File: src/rtl/d_in_debounce_sync_if.sv
// rtl/d_in_debounce_sync_if.sv - raw input and conditioned outputs of the debouncer
interface d_in_debounce_sync_if;
   logic din;
   logic d_out;
   logic rise;
   logic fall;
   logic busy;

   modport master (output din, input d_out, rise, fall, busy);
   modport slave  (input din, output d_out, rise, fall, busy);
endinterface

File: src/rtl/d_in_debounce_sync.sv
// rtl/d_in_debounce_sync.sv - synchronise and debounce a raw level, with rise/fall pulses
module d_in_debounce_sync #(
   parameter int SYNC_STAGES = 2,
   parameter int DB_CYCLES   = 4,
   parameter int CNT_W       = 8
) (
   input  logic                  clk,
   input  logic                  rst_n,
   d_in_debounce_sync_if.slave   io
);

   typedef enum logic [1:0] {
      ST_LOW   = 2'd0,
      CHK_HIGH = 2'd1,
      ST_HIGH  = 2'd2,
      CHK_LOW  = 2'd3
   } state_t;

   localparam logic [CNT_W-1:0] CNT_LAST = CNT_W'(DB_CYCLES - 1);
   localparam logic [CNT_W-1:0] CNT_ONE  = CNT_W'(1);

   logic [SYNC_STAGES-1:0] sync_q, sync_d;
   state_t                 state_q, state_d;
   logic [CNT_W-1:0]       cnt_q, cnt_d;
   logic                   d_out_q, d_out_d;
   logic                   rise_q, rise_d;
   logic                   fall_q, fall_d;
   logic                   busy_q, busy_d;
   logic                   s;

   // Plain shift chain: nothing may sit between metastability stages.
   assign sync_d = {sync_q[SYNC_STAGES-2:0], io.din};
   assign s      = sync_q[SYNC_STAGES-1];

   always_ff @(posedge clk or negedge rst_n) begin
      if (!rst_n) begin
         sync_q  <= '0;
         state_q <= ST_LOW;
         cnt_q   <= '0;
         d_out_q <= 1'b0;
         rise_q  <= 1'b0;
         fall_q  <= 1'b0;
         busy_q  <= 1'b0;
      end else begin
         sync_q  <= sync_d;
         state_q <= state_d;
         cnt_q   <= cnt_d;
         d_out_q <= d_out_d;
         rise_q  <= rise_d;
         fall_q  <= fall_d;
         busy_q  <= busy_d;
      end
   end

   always_comb begin
      state_d = state_q;
      cnt_d   = cnt_q;
      d_out_d = d_out_q;
      rise_d  = 1'b0;
      fall_d  = 1'b0;
      case (state_q)
         ST_LOW: begin
            if (s) begin
               state_d = CHK_HIGH;
               cnt_d   = CNT_ONE;
            end else begin
               cnt_d   = '0;
            end
         end
         CHK_HIGH: begin
            if (!s) begin
               state_d = ST_LOW;
               cnt_d   = '0;
            end else if (cnt_q == CNT_LAST) begin
               state_d = ST_HIGH;
               cnt_d   = '0;
               d_out_d = 1'b1;
               rise_d  = 1'b1;
            end else begin
               cnt_d   = cnt_q + CNT_ONE;
            end
         end
         ST_HIGH: begin
            if (!s) begin
               state_d = CHK_LOW;
               cnt_d   = CNT_ONE;
            end else begin
               cnt_d   = '0;
            end
         end
         CHK_LOW: begin
            if (s) begin
               state_d = ST_HIGH;
               cnt_d   = '0;
            end else if (cnt_q == CNT_LAST) begin
               state_d = ST_LOW;
               cnt_d   = '0;
               d_out_d = 1'b0;
               fall_d  = 1'b1;
            end else begin
               cnt_d   = cnt_q + CNT_ONE;
            end
         end
         default: begin
            state_d = ST_LOW;
            cnt_d   = '0;
            d_out_d = 1'b0;
         end
      endcase
      busy_d = (state_d == CHK_HIGH) || (state_d == CHK_LOW);
   end

   assign io.d_out = d_out_q;
   assign io.rise  = rise_q;
   assign io.fall  = fall_q;
   assign io.busy  = busy_q;

endmodule
File: src/flat_wrapper.sv
// flat-port wrapper written by rule: the top's interface ports become plain ports
module d_in_debounce_sync_flat 
#(
   parameter int SYNC_STAGES = 2,
   parameter int DB_CYCLES   = 4,
   parameter int CNT_W       = 8
)
  (clk, rst_n, io_din, io_d_out, io_rise, io_fall, io_busy);
  d_in_debounce_sync_if io_i ();
  input  logic clk;
  input  logic rst_n;
  input wire logic [$bits(io_i.din)-1:0] io_din;
  output wire logic [$bits(io_i.d_out)-1:0] io_d_out;
  output wire logic [$bits(io_i.rise)-1:0] io_rise;
  output wire logic [$bits(io_i.fall)-1:0] io_fall;
  output wire logic [$bits(io_i.busy)-1:0] io_busy;
  assign io_i.din = io_din;
  assign io_d_out = io_i.d_out;
  assign io_rise = io_i.rise;
  assign io_fall = io_i.fall;
  assign io_busy = io_i.busy;
  d_in_debounce_sync #(.SYNC_STAGES(SYNC_STAGES), .DB_CYCLES(DB_CYCLES), .CNT_W(CNT_W)) u_core (.clk(clk), .rst_n(rst_n), .io(io_i));
endmodule
File: config.mk
export PLATFORM = sky130hd
export DESIGN_NAME = d_in_debounce_sync_flat
export DESIGN_NICKNAME = d
export VERILOG_FILES = /design/src/rtl/d_in_debounce_sync_if.sv /design/src/rtl/d_in_debounce_sync.sv /design/src/flat_wrapper.sv
export SDC_FILE = /design/constraint.sdc
export NUM_CORES = 1
export LEC_CHECK = 0
export CAP_MARGIN = 20
export CORE_MARGIN = 2
export CORE_UTILIZATION = 42
export CTS_CLUSTER_SIZE = 16
export DETAILED_ROUTE_END_ITERATION = 12
export GPL_TIMING_DRIVEN = 0
export HOLD_SLACK_MARGIN = 0.08
export PLACE_DENSITY_LB_ADDON = 0.12
export SYNTH_ARGS = -nofsm -noshare
export SYNTH_HDL_FRONTEND = slang
export SYNTH_SLANG_ARGS = --single-unit
File: constraint.sdc
create_clock -name clk -period 2.2 [get_ports clk]
set_input_delay 0.22 -clock clk [delete_from_list [all_inputs] [get_ports clk]]
set_output_delay 0.22 -clock clk [all_outputs]
set_load 0.05 [all_outputs]
==> impl_metrics.toml <==
[outcome]
outcome = "complete, no violations"

[synthesis]
synth_warnings = 0
synthDistinctLibCells = 23
synth.largest_area_cell = "dfrtp_1"
synthTopCellsByArea = "dfrtp_1, xor2_1, nand3_1"
avgSynthCellArea_um2 = 11.3
synth_top_cell_area_share = 0.580
netlist_top_cells_count = "dfrtp_1, nand3_1, o21ai_0"
synth_seq_cells = 15
synth-main-ff-cell = "dfrtp_1"
ys_async_sr_fraction = 1.00
syn_inst = 57
post-synth-top-count-cell = "dfrtp_1"
netlist_area_um2 = 647
synth-edff-count = 0
yosysSeqAreaShare = 0.580
syn_nets = 61

[clock_tree]
cts_resized = 0
htreeDepth = 1
cts_tree = "yes"
clock_sink_count = 15
cts-root-buf = "clkbuf_4"
clock_latency_ps = 280
clkTransAtPathRegs_ps = 90
clockBufferDepth = 2
numCtsBuffers = 3

[placed_design]
portBuffers = 6
hpwl_um = 742
preCtsSetupSlack_ps = 68.1
place_congestion = 0.687

[floorplanning]
die_h_um = 43.2
chipWidth_um = 43.2
num_io_pins = 7
dieArea_um2 = 1870
placementRows = 14
core_um2 = 1470
start_util = 0.440

[power]
leakage_nw = 0.321
power_density_nw_per_um2 = 985
vdd_ir_drop_max_uv = 581

[worst_setup_path]
cp_cell_sequence = "ha_1 > or4b_4 > or4_4 > mux2_4"
worstPathArrival_ps = 2270
start_kind = "flop"
max_stage_delay_ps = 540
critical_path_class = "flop to flop"
endpoint_kind = "flop"
path_buf_inv = 0
path_delay_family = "simple AND/OR/NAND/NOR gates"
cp_data_required_time_ps = 2370
cp_max_fo = 5
cpMaxStageDelayCell = "or4_4"

[global_routing]
grt.overflow.total = 0
grt_pass1_wl_mm = 1.90
grt_pass1_vias = 421
grt_usage = 0.140
antenna_found_initial = 0
grt_max_degree = 16

[route]
dr.pass1.iters = 4
drt-total-wl_mm = 1.08
vias = 449
remaining_drc_errors = 0
via_per_inst = 5.35
drt_iter0_drc = 4
routedWlPerCell_um = 12.9
final_antenna_net_count = 0

[sta]
worst_pin_slew_ps = 664
fmax_mhz = 477
rsz0062_at_grt = "false"
slew_violations = 0
setup_viol_count_final = 0
finalClockSkew_ps = 5.25
fin_ws_ps = 104
finalSetupTns_ps = 0
slew-limit-headroom = 0.556
hold_viol_final = 0
period_share = 0.953
post-route-min-period_ps = 2100

[layout]
fillers = 143
drive_gt1_frac = 0.132
nNetsFinal = 73
diodes = 0
area_growth_pct = 17.8

[min_path]
holdCritPathClass = "input pin to asynchronous set/reset pin"

[job]
max_cap_violations = 0
## layout make-up
type	instances	area, um^2	share of cell area
Clock buffer	3	22.5	0.0296
Tap cell	16	20.0	0.0263
Inverter	3	11.3	0.0148
Clock inverter	1	5.00	0.00657
Sequential cell	15	375	0.493
Timing Repair Buffer	7	67.6	0.0887
Multi-Input combinational cell	39	260	0.342
## per-stage QoR
step / instance area, um^2 / power [W] / instances / hold slack (ps) / utilization
3_3_place_gp: 727 / 0.000591 / 79 / 338 / 0.494
4_1_cts: 754 / 0.000751 / 83 / 363 / 0.513
6_report: 762 / 0.000751 / 84 / 341 / 0.518
3_5_place_dp: 727 / 0.000593 / 79 / 343 / 0.494
2_1_floorplan: 647 / 0.000525 / 57 / -75.6 / -
5_1_grt: 762 / 0.000806 / 84 / 370 / 0.518
## sequential cells by signal, summed over array words and instances (netlist names)
register	count
u_core.cnt_q	8
u_core.state_q	2
u_core.sync_q	2
u_core.io.d_out	1
u_core.io.fall	1
u_core.io.rise	1
## layer usage
layer  GRT usage  part of all wire  up-vias  wire length (um)
met5           0                 0        -                 0
met4      0.0545                 0        0                 0
met3      0.0511             0.050        0                54
met2       0.188              0.44       12               472
met1       0.203              0.51      207               555
li1            -                 -      230                 -
## worst register-to-register path: cells and delay by family (launching register included)
family	cells	cell delay (ps)
and+or+nand+nor	2	1050
adders and majority gates	1	240
muxes	1	320
DFF	1	400
## repair_timing
item	CTS	global route
setup endpoints to repair	0	1
setup buffers	0	1
hold buffers	0	0
## cells by family after synthesis
family                     count (synthesis)  share of synthesized area
adders and majority gates                  1                     0.0193
buffers and inverters                      3                     0.0174
and+or+nand+nor                           22                      0.201
xor gates and xnor gates                   4                     0.0542
AOI/OAI and AO/OA                         11                      0.104
muxes                                      1                     0.0232
DFF                                       15                      0.580
## path summary, 6_finish.rpt
check | from | to | slack, ps | cells after the start
setup / recovery | u_core.cnt_q[1] | u_core.state_q[1] | 100 | 4
hold / removal | rst_n | u_core.io.rise | 340 | 1
setup reg to reg | u_core.cnt_q[1] | u_core.state_q[1] | 100 | 4
hold reg to reg | u_core.sync_q[0] | u_core.sync_q[1] | 360 | 0
max in group asynchronous | rst_n | u_core.cnt_q[1] | 1430 | 1
min in group clk | u_core.sync_q[0] | u_core.sync_q[1] | 360 | 0
## report_power, final
part           internal [W]  total, W  switching [W]
logic              0.000105  0.000243       0.000138
clock network     0.0000673  0.000152      0.0000842
registers          0.000317  0.000356      0.0000390
## layout by cell type (no fill, tap or decap), drive strengths merged
cell           synthesis  layout
a21boi                 1       1
a21oi                  3       3
and2                   1       1
buf                    0       1
clkbuf                 0       3
clkdlybuf4s50          0       6
clkinv                 0       1
dfrtp                 15      15
ha                     1       1
inv                    3       3
mux2                   1       1
nand2                  3       3
nand2b                 1       1
nand3                  4       4
nand4                  1       1
nor2                   3       3
nor3                   2       2
nor3b                  1       1
nor4                   1       1
o211ai                 1       1
o21ai                  4       4
o41ai                  2       2
or3                    3       3
or4                    1       1
or4b                   1       1
xnor2                  1       1
xor2                   3       3
No activity file was read; power rests on OpenSTA's default activity.
